## src/rtl/icache_pkg.sv

```systemverilog
// Shared definitions for the direct-mapped instruction cache.
// Holds the refill FSM state type, the default geometry and its derived field widths, and
// address-field extraction helpers. The helpers take the field widths as arguments so
// modules with non-default parameters can reuse them.
package icache_pkg;

   localparam int unsigned ADDRESS_WIDTH_DEF  = 32;
   localparam int unsigned DATA_WIDTH_DEF     = 32;
   localparam int unsigned SETS_DEF           = 16;
   localparam int unsigned WORDS_PER_LINE_DEF = 4;

   localparam int unsigned WB       = $clog2(WORDS_PER_LINE_DEF);
   localparam int unsigned SET_BITS = $clog2(SETS_DEF);
   localparam int unsigned TAG_BITS = ADDRESS_WIDTH_DEF - SET_BITS - WB - 2;

   typedef enum logic [0:0] {IDLE, REFILL} state_t;

   function automatic logic [63:0] addr_field(logic [63:0] addr, int unsigned lsb,
                                              int unsigned bits);
      return (addr >> lsb) & ((64'd1 << bits) - 64'd1);
   endfunction

   function automatic logic [63:0] word_of(logic [63:0] addr, int unsigned wb);
      return addr_field(addr, 2, wb);
   endfunction

   function automatic logic [63:0] set_of(logic [63:0] addr, int unsigned wb, int unsigned sb);
      return addr_field(addr, 2 + wb, sb);
   endfunction

   function automatic logic [63:0] tag_of(logic [63:0] addr, int unsigned wb, int unsigned sb,
                                          int unsigned tb);
      return addr_field(addr, 2 + wb + sb, tb);
   endfunction

endpackage

```

## src/rtl/icache_array.sv

```systemverilog
// Valid/tag/data storage for the instruction cache.
// Ports:
//   clk, rst        clock, synchronous active-low reset (clears valid bits only)
//   rd_set/rd_word  combinational read address -> rd_valid, rd_tag, rd_data
//   wr_en/wr_set/wr_word/wr_data  single data word write
//   tag_we/tag_set/tag/tag_valid  tag write plus valid bit update for one line
//   clear_all       invalidate every line (wins over a same-cycle tag_valid)
module icache_array #(
   parameter int unsigned DATA_WIDTH     = 32,
   parameter int unsigned SETS           = 16,
   parameter int unsigned WORDS_PER_LINE = 4,
   parameter int unsigned TAG_BITS       = 24
) (
   input  logic                              clk,
   input  logic                              rst,
   input  logic [$clog2(SETS)-1:0]           rd_set,
   input  logic [$clog2(WORDS_PER_LINE)-1:0] rd_word,
   output logic                              rd_valid,
   output logic [TAG_BITS-1:0]               rd_tag,
   output logic [DATA_WIDTH-1:0]             rd_data,
   input  logic                              wr_en,
   input  logic [$clog2(SETS)-1:0]           wr_set,
   input  logic [$clog2(WORDS_PER_LINE)-1:0] wr_word,
   input  logic [DATA_WIDTH-1:0]             wr_data,
   input  logic                              tag_we,
   input  logic [$clog2(SETS)-1:0]           tag_set,
   input  logic [TAG_BITS-1:0]               tag,
   input  logic                              tag_valid,
   input  logic                              clear_all
);

   logic [SETS-1:0]       valid_q;
   logic [TAG_BITS-1:0]   tag_q  [SETS];
   logic [DATA_WIDTH-1:0] data_q [SETS][WORDS_PER_LINE];

   always_ff @(posedge clk) begin
      if (!rst) begin
         valid_q <= '0;
      end else if (clear_all) begin
         valid_q <= '0;
      end else if (tag_we) begin
         valid_q[tag_set] <= tag_valid;
      end
   end

   // Tag and data storage is deliberately not reset; valid bits gate every use.
   always_ff @(posedge clk) begin
      if (tag_we) begin
         tag_q[tag_set] <= tag;
      end
      if (wr_en) begin
         data_q[wr_set][wr_word] <= wr_data;
      end
   end

   always_comb begin
      rd_valid = valid_q[rd_set];
      rd_tag   = tag_q[rd_set];
      rd_data  = data_q[rd_set][rd_word];
   end

endmodule

```

## src/rtl/instr_cache.sv

```systemverilog
// Direct-mapped instruction cache between the fetch PC and a word-wide backing memory.
// Ports:
//   clk, rst            clock, synchronous active-low reset
//   fetch_valid/addr    lookup from fetch stage; hit answered in the same cycle
//   flush               invalidate all lines (deferred to end of an active refill)
//   instr/instr_valid   hit data (0 when not valid)
//   stall               fetch must hold its PC
//   mem_req/addr/ack/rdata  line refill handshake, one word per ack
module instr_cache
   import icache_pkg::*;
#(
   parameter int unsigned ADDRESS_WIDTH  = ADDRESS_WIDTH_DEF,
   parameter int unsigned DATA_WIDTH     = DATA_WIDTH_DEF,
   parameter int unsigned SETS           = SETS_DEF,
   parameter int unsigned WORDS_PER_LINE = WORDS_PER_LINE_DEF
) (
   input  logic                     clk,
   input  logic                     rst,
   input  logic                     fetch_valid,
   input  logic [ADDRESS_WIDTH-1:0] fetch_addr,
   input  logic                     flush,
   output logic [DATA_WIDTH-1:0]    instr,
   output logic                     instr_valid,
   output logic                     stall,
   output logic                     mem_req,
   output logic [ADDRESS_WIDTH-1:0] mem_addr,
   input  logic                     mem_ack,
   input  logic [DATA_WIDTH-1:0]    mem_rdata
);

   localparam int unsigned LWB = $clog2(WORDS_PER_LINE);
   localparam int unsigned LSB = $clog2(SETS);
   localparam int unsigned LTB = ADDRESS_WIDTH - LSB - LWB - 2;
   localparam logic [ADDRESS_WIDTH-1:0] LINE_MASK = ADDRESS_WIDTH'(WORDS_PER_LINE * 4 - 1);
   localparam logic [LWB-1:0] LAST_WORD = LWB'(WORDS_PER_LINE - 1);

   state_t                   state_q, state_d;
   logic [LWB-1:0]           cnt_q, cnt_d;
   logic [ADDRESS_WIDTH-1:0] base_q, base_d;
   logic                     pend_q, pend_d;

   logic [LWB-1:0]        f_word;
   logic [LSB-1:0]        f_set, r_set;
   logic [LTB-1:0]        f_tag, r_tag;
   logic                  rd_valid, hit;
   logic [LTB-1:0]        rd_tag;
   logic [DATA_WIDTH-1:0] rd_data;
   logic                  wr_en, tag_we, tag_valid, clear_all;

   assign f_word = LWB'(word_of(64'(fetch_addr), LWB));
   assign f_set  = LSB'(set_of(64'(fetch_addr), LWB, LSB));
   assign f_tag  = LTB'(tag_of(64'(fetch_addr), LWB, LSB, LTB));
   assign r_set  = LSB'(set_of(64'(base_q), LWB, LSB));
   assign r_tag  = LTB'(tag_of(64'(base_q), LWB, LSB, LTB));
   assign hit    = fetch_valid & rd_valid & (rd_tag == f_tag);

   icache_array #(
      .DATA_WIDTH     (DATA_WIDTH),
      .SETS           (SETS),
      .WORDS_PER_LINE (WORDS_PER_LINE),
      .TAG_BITS       (LTB)
   ) u_array (
      .clk       (clk),
      .rst       (rst),
      .rd_set    (f_set),
      .rd_word   (f_word),
      .rd_valid  (rd_valid),
      .rd_tag    (rd_tag),
      .rd_data   (rd_data),
      .wr_en     (wr_en),
      .wr_set    (r_set),
      .wr_word   (cnt_q),
      .wr_data   (mem_rdata),
      .tag_we    (tag_we),
      .tag_set   (r_set),
      .tag       (r_tag),
      .tag_valid (tag_valid),
      .clear_all (clear_all)
   );

   always_comb begin
      state_d     = state_q;
      cnt_d       = cnt_q;
      base_d      = base_q;
      pend_d      = pend_q;
      instr       = '0;
      instr_valid = 1'b0;
      stall       = 1'b0;
      mem_req     = 1'b0;
      mem_addr    = '0;
      wr_en       = 1'b0;
      tag_we      = 1'b0;
      tag_valid   = 1'b0;
      clear_all   = 1'b0;
      // While reset is asserted every output and array write stays quiet.
      if (rst) begin
         unique case (state_q)
            IDLE: begin
               if (flush) begin
                  clear_all = 1'b1;
               end else if (hit) begin
                  instr_valid = 1'b1;
                  instr       = rd_data;
               end else if (fetch_valid) begin
                  stall   = 1'b1;
                  base_d  = fetch_addr & ~LINE_MASK;
                  cnt_d   = '0;
                  state_d = REFILL;
               end
            end
            REFILL: begin
               stall    = 1'b1;
               mem_req  = 1'b1;
               mem_addr = base_q + (ADDRESS_WIDTH'(cnt_q) << 2);
               if (flush) begin
                  pend_d = 1'b1;
               end
               if (mem_ack) begin
                  wr_en = 1'b1;
                  cnt_d = cnt_q + LWB'(1);
                  if (cnt_q == LAST_WORD) begin
                     // A flush seen at any point of the refill leaves the new line invalid.
                     tag_we    = 1'b1;
                     tag_valid = ~(pend_q | flush);
                     clear_all = pend_q | flush;
                     pend_d    = 1'b0;
                     state_d   = IDLE;
                  end
               end
            end
            default: state_d = IDLE;
         endcase
      end
   end

   always_ff @(posedge clk) begin
      if (!rst) begin
         state_q <= IDLE;
         cnt_q   <= '0;
         base_q  <= '0;
         pend_q  <= 1'b0;
      end else begin
         state_q <= state_d;
         cnt_q   <= cnt_d;
         base_q  <= base_d;
         pend_q  <= pend_d;
      end
   end

endmodule
```

## config.mk

```make
export PLATFORM = sky130hd
export DESIGN_NAME = instr_cache
export DESIGN_NICKNAME = d
export VERILOG_FILES = /design/src/rtl/icache_pkg.sv /design/src/rtl/icache_array.sv /design/src/rtl/instr_cache.sv
export SDC_FILE = /design/constraint.sdc
export NUM_CORES = 2
export LEC_CHECK = 0
export ABC_AREA = 0
export CELL_PAD_IN_SITES_DETAIL_PLACEMENT = 2
export CELL_PAD_IN_SITES_GLOBAL_PLACEMENT = 2
export CORE_MARGIN = 5
export CORE_UTILIZATION = 36
export CTS_BUF_LIST = sky130_fd_sc_hd__clkbuf_16
export CTS_CLUSTER_DIAMETER = 120
export DETAILED_ROUTE_END_ITERATION = 8
export DONT_BUFFER_PORTS = 1
export PLACE_DENSITY_LB_ADDON = 0.1
export SLEW_MARGIN = 5
export SYNTH_ARGS = -nofsm -noshare
export SYNTH_HDL_FRONTEND = slang
export SYNTH_SLANG_ARGS = --single-unit
```

## constraint.sdc

```tcl
create_clock -name clk -period 5.6 [get_ports clk]
set_clock_uncertainty 0.05 [all_clocks]
set_input_delay 1.12 -clock clk [delete_from_list [all_inputs] [get_ports clk]]
set_output_delay 1.12 -clock clk [all_outputs]
set_load 0.03 [all_outputs]
```

# ---- Word-level counts from Yosys, hierarchy flattened
# Memories as Yosys holds them, arrays and structs flattened.
# Cells that the tools add are included.
dict set report totals {
  ff_bits 48
  ramBits 2432
  inputBits 69
  out_inout_bits 67
  word_cells 94
  n_memories 2
}
# name words width rd rd_clocked_by_memory_dff wr line_no
set mem_list {}
lappend mem_list {u_array.data_q 16 128 1 0 1 icache_array.sv:34} ;# logic [DATA_WIDTH-1:0] data_q [SETS][WORDS_PER_LINE];
lappend mem_list {u_array.tag_q 16 24 1 0 1 icache_array.sv:33} ;# logic [TAG_BITS-1:0] tag_q [SETS];
dict set report classes {
  add_sub_neg 2
  n_lt_le_gt_ge 6
  n_eq_ne 6
  muxes 58
  bitwise 10
  n_reduce_logical 5
}
# cell n
set ops {}
lappend ops {{$mux 32} 9}
lappend ops {{$mux 128} 1}
lappend ops {{$bmux 32 s2} 1}
lappend ops {{$demux 32 s2} 1}
lappend ops {{$mux 1} 35}
lappend ops {{$add 32x4->32} 1}
lappend ops {{$eq 24x24->1} 1}
lappend ops {{$bwmux 16} 1}
lappend ops {{$lt 4x5->1 const B} 2}
lappend ops {{$mux 2} 4}
lappend ops {{$ne 2x2->1 const B} 4}
lappend ops {{$reduce_and 4->1} 2}
lappend ops {{$ge 3x3->1 const B} 2}
lappend ops {{$not 2->3} 2}
lappend ops {{$pmux 1 s2} 3}
lappend ops {{$not 1->1} 5}
lappend ops {{$bmux 1 s4} 1}
lappend ops {{$demux 1 s4} 1}
lappend ops {{$ge 4x1->1 const B} 1}
lappend ops {{$pmux 2 s2} 1}
lappend ops {{$lt 3x1->1 const B} 1}
lappend ops {{$add 2x1->2 const B} 1}
lappend ops {{$and 1x1->1} 2}
lappend ops {{$eq 2x2->1 const B} 1}
lappend ops {{3 further kinds} 4}

# ---- Longest topological paths before layout
dict set report logic_depth {
  ltp_word 8
  depth_mapped 16
}

# ---- By module
# From an unflattened synthesis, not the netlist that was laid out.
dict set report unflattened {
  cells_unflattened 4185
  area_unflattened_um2 94790.9
}
# module instances cells_per_inst area_each_um2 seq_area_each_um2
set modules_own_cells {}
lappend modules_own_cells {icache_array 1 3917 92667.6 73350.3}
lappend modules_own_cells {instr_cache 1 268 2123.3 640.6}

# ---- Least setup slack after synthesis
# Ideal clock, no wire load.
dict set report synth_timing {
  kind {input to output}
  from {in fetch_addr[4]}
  to {out instr[31]}
  arrival_ns 4.384
  path_slack_ns 0.046
  path_stages 10
  path_buffers 6
  cell_sequence {buf_2 buf_4 buf_2 buf_2 buf_2 clkbuf_1 mux4_2 mux4_2 mux4_2 nor2b_1}
}
dict set report synth_via {
  elab_chain_len 8
  elab_cells_between_ends 14
  classes_between {eq/ne (1); mux (9); bitwise (2); memory (2)}
}
# element line_no
set synth_lines {}
lappend synth_lines {{start, declared} instr_cache.sv:20} ;# input logic [ADDRESS_WIDTH-1:0] fetch_addr,
lappend synth_lines {{$mem_v2 16x128 or $bmux 1 s4 (tied branches)} -}
lappend synth_lines {{$bmux 32 s2 or $mux 1 (tied branches)} {icache_array.sv:59, icache_array.sv:57}}
lappend synth_lines {{$mux 32 (implied by the code) or $and 1x1->1 (tied branches) (2 in a row)} {icache_array.sv:59, instr_cache.sv:55}}
lappend synth_lines {{$mux 32 (*)} instr_cache.sv:101} ;# end else if (hit) begin
lappend synth_lines {{$mux 32 (*)} instr_cache.sv:99} ;# if (flush) begin
lappend synth_lines {{$mux 32 (*)} instr_cache.sv:97} ;# unique case (state_q)
lappend synth_lines {{$mux 32 (*)} instr_cache.sv:96} ;# if (rst) begin
lappend synth_lines {{end, declared} instr_cache.sv:22} ;# output logic [DATA_WIDTH-1:0] instr,
# Mark *: on every way between the ends. The rest lies on a longest branch, timed or not. The select of a mux whose other input is x is not followed.

# ---- Final worst setup path
dict set report layout_timing {
  from {in fetch_addr[4]}
  to {out instr[4]}
}
# Same word-level chain as after synthesis.

==> metrics.md <==
| Metric | Value |
|---|---|
| Syn. warnings | `0` |
| Die height | `524 µm` |
| IO Pins | `136` |
| Routability cong. | `0.714` |
| Clk pwr share | `44.4%` |
| FILL cells | `23699` |
| Hold crit path type | `primary input to flip-flop` |
| # clock sinks | `2480` |
| Slew Viols, Final | `0` |
| Asr flop ratio synth | `0%` |
| Grt total ovfl | `0` |
| Sequential share of the synthesized area | `77.7%` |
| Initial antenna violation count | `19` |
| Total number of vias | `44674` |
| DP Area | `102000 µm²` |
| Share of layout cells above drive strength 1 | `32.7%` |
| Post-layout min period | `5.67 ns` |
| Final hold vios | `0` |
| Largest net degree at the start of global routing | `607` |
| Setup ws final | `-0.0655 ns` |
| First-pass GRT wire length | `401000 µm` |
| GRT Overall Usage | `21.0%` |
| Worst Max-Slew Pin Slew | `1.36 ns` |
| WL/cell | `36.3 µm` |
| Status | `finished, violations left` |
| Failing checks | `setup timing` |
| Die X | `524 µm` |
| Synthesized area per cell | `24.0 µm²` |
| FF/Latch Area | `74000 µm²` |
| Layout area overhead | `16.2%` |
| Rows | `188` |
| IO buf count | `0` |
| DRC viols | `0` |
| # nets final | `4348` |
| CTS Root Cell | `clkbuf_16` |
| Largest cells by area after synthesis | `edfxtp_1 77%, mux4_2 18%, mux2i_1 1.1%` |
| R2R Setup Slk | `2.02 ns` |
| Unique masters post-synth | `50` |
| CP Class | `primary input to output pin` |
| Antenna Nets Post-Route | `0` |
| Clock Tree Buf Depth | `4` |
| Total Die Area | `275000 µm²` |
| Tcrit/Tclk final | `101%` |
| Crit end category | `output pin` |
| Slew margin rel. | `9.59%` |
| Post-synth EDFFs | `2432` |
| Worst-path clk slew | `0.06 ns` |
| CTS Hold Bufs | `0` |
| Vias per cell | `5.58` |
| TritonCTS clock tree | `built` |
| Final core utilization | `42.1%` |
| Achievable frequency | `0.177 GHz` |
| CP Launch Type | `primary input` |
| Critical path data required time | `4.43 ns` |
| Initial Util | `36.2%` |
| Clk Latency, worst-skew pair | `0.91 ns` |
| Post-Syn Area | `95200 µm²` |
| Vias in the first global route | `48618` |
| IR drop worst, VDD | `291 µV` |
| Synthesized instance count | `3963` |
| CP Max Fanout | `18` |
| Reg power frac | `52.1%` |
| DRT Pass-1 Iters | `5` |
| First DRT Iteration DRCs | `4484` |
| Comb pwr share | `3.5%` |
| Setup violators final | `20` |
| Sw Pwr | `0.00811 W` |
| Most frequent cell after synthesis | `edfxtp_1` |
| Switch share | `20.7%` |
| H-tree Lvls | `5` |
| Core Area | `263000 µm²` |
| Finished Cell Area | `111000 µm²` |
| Post-synth top area share | `76.7%` |
| Internal power | `0.0311 W` |
| WP data arrival | `4.50 ns` |
| Commonest cells in the netlist | `2432 x edfxtp_1, 745 x mux4_2, 111 x clkbuf_1` |
| Post-Place Cells | `7487` |
| Unrepaired setup endpoints after global routing | `yes` |
| CTS buffer count | `293` |
| Synth area leader | `edfxtp_1` |
| Leakage power | `34.7 nW` |
| Final WL | `291000 µm` |
| Post-DP HPWL | `155000 µm` |
| Non-Filler Instances | `8003` |
| Main flop type after synthesis | `edfxtp_1` |
| Yosys reg bits | `2480` |
| Maxcap violations | `0` |
| PwrDens | `355 nW/µm²` |
| Multi-input logic area | `21100 µm²` |
-- power by group through the flow --
stage | clock network [W] | registers, W | logic (W)
global placement | 0 | 0.0208 | 0.00127
CTS | 0.0179 | 0.0204 | 0.00130
floorplan | 0 | 0.0208 | 0.00100
finish | 0.0174 | 0.0204 | 0.00139
detailed placement | 0 | 0.0208 | 0.00127
global route | 0.0187 | 0.0204 | 0.00146
-- flip-flops by register name, indices dropped and copies added, names as in the netlist --
register         cells
state_q              1
u_array.data_q    2048
u_array.valid_q     16
base_q              28
pend_q               1
cnt_q                2
u_array.tag_q      384
-- per-layer routing --
layer  share of wire (%)  vias up  track usage [%]
met5              0.0038        -                0
met4                 2.3        2             4.93
met3                 5.3      379             3.82
met2                  50     1252             35.1
met1                  43    25344             28.8
li1                    -    17697                -
-- metrics by stage --
stage	hold slack (ns)	total power (W)	setup TNS, ns	setup WS, ns
floorplan	0.385	0.0218	0	0.0465
global placement	0.393	0.0221	-9.72	-0.454
detailed placement	0.406	0.0221	-8.98	-0.408
CTS	0.194	0.0396	-1.65	-0.0880
global route	0.203	0.0406	-3.05	-0.153
finish	0.274	0.0392	-0.709	-0.0655
-- final cells by class --
cell class,count,share of cell area [%]
antenna,8,0.0181
clock buffer,301,6.81
clock inverter,199,0.955
inverter,5,0.0170
multi-input combinational,1266,19.1
sequential,2480,66.9
tap,3515,3.98
timing repair buffer,229,2.27
-- repair_timing --
item / 4_1_cts / 5_1_grt
endpoints found under the setup margin: 34 / 34
gates cloned: 1 / 3
pin swaps: 5 / 1
setup buffers: 3 / 1
resized for setup: 55 / 14
-- cells by family after synthesis --
| family | share of synthesized area [%] |
|---|---|
| compound gates | 0.657 |
| xor+xnor | 0.239 |
| fa+ha+maj | 0.0526 |
| buf+inv | 1.00 |
| flops | 77.7 |
| mux | 18.9 |
| other cells | 0.00394 |
| simple gates | 1.39 |
-- placed cells by master (no fill, tap or decap), types with 47 or more instances in the layout --
cell | Yosys | final
buf_4 | 9 | 162
clkbuf_16 | 0 | 304
clkinv_1 | 0 | 72
dfxtp_1 | 48 | 47
edfxtp_1 | 2432 | 2432
inv_1 | 3 | 77
mux2i_1 | 105 | 103
mux4_2 | 745 | 745
nand2_1 | 82 | 82
nor2_4 | 0 | 80
-- path summary, 6_finish.rpt --
path / from / cells past startpoint / end
setup / recovery: fetch_addr[4] / 14 / instr[4]
hold / removal: mem_rdata[9] / 0 / u_array.data_q[3][41]
setup reg to reg: u_array.tag_q[7][5] / 12 / base_q[21]
hold reg to reg: u_array.valid_q[11] / 1 / u_array.valid_q[11]
-- worst max-delay path, stage by stage --
cell and delay (ns):
buf_16 0.16, mux4_2 0.53, mux4_2 0.51, xor2_1 0.19, a2111oi_4 0.41, buf_4 0.19, nand4_1 0.14, nor4_4 0.18
buf_4 0.19, nand3_4 0.09, buf_12 0.19, buf_12 0.19, nor2b_2 0.17, buf_6 0.15
Power figures use the tool's default switching activity.
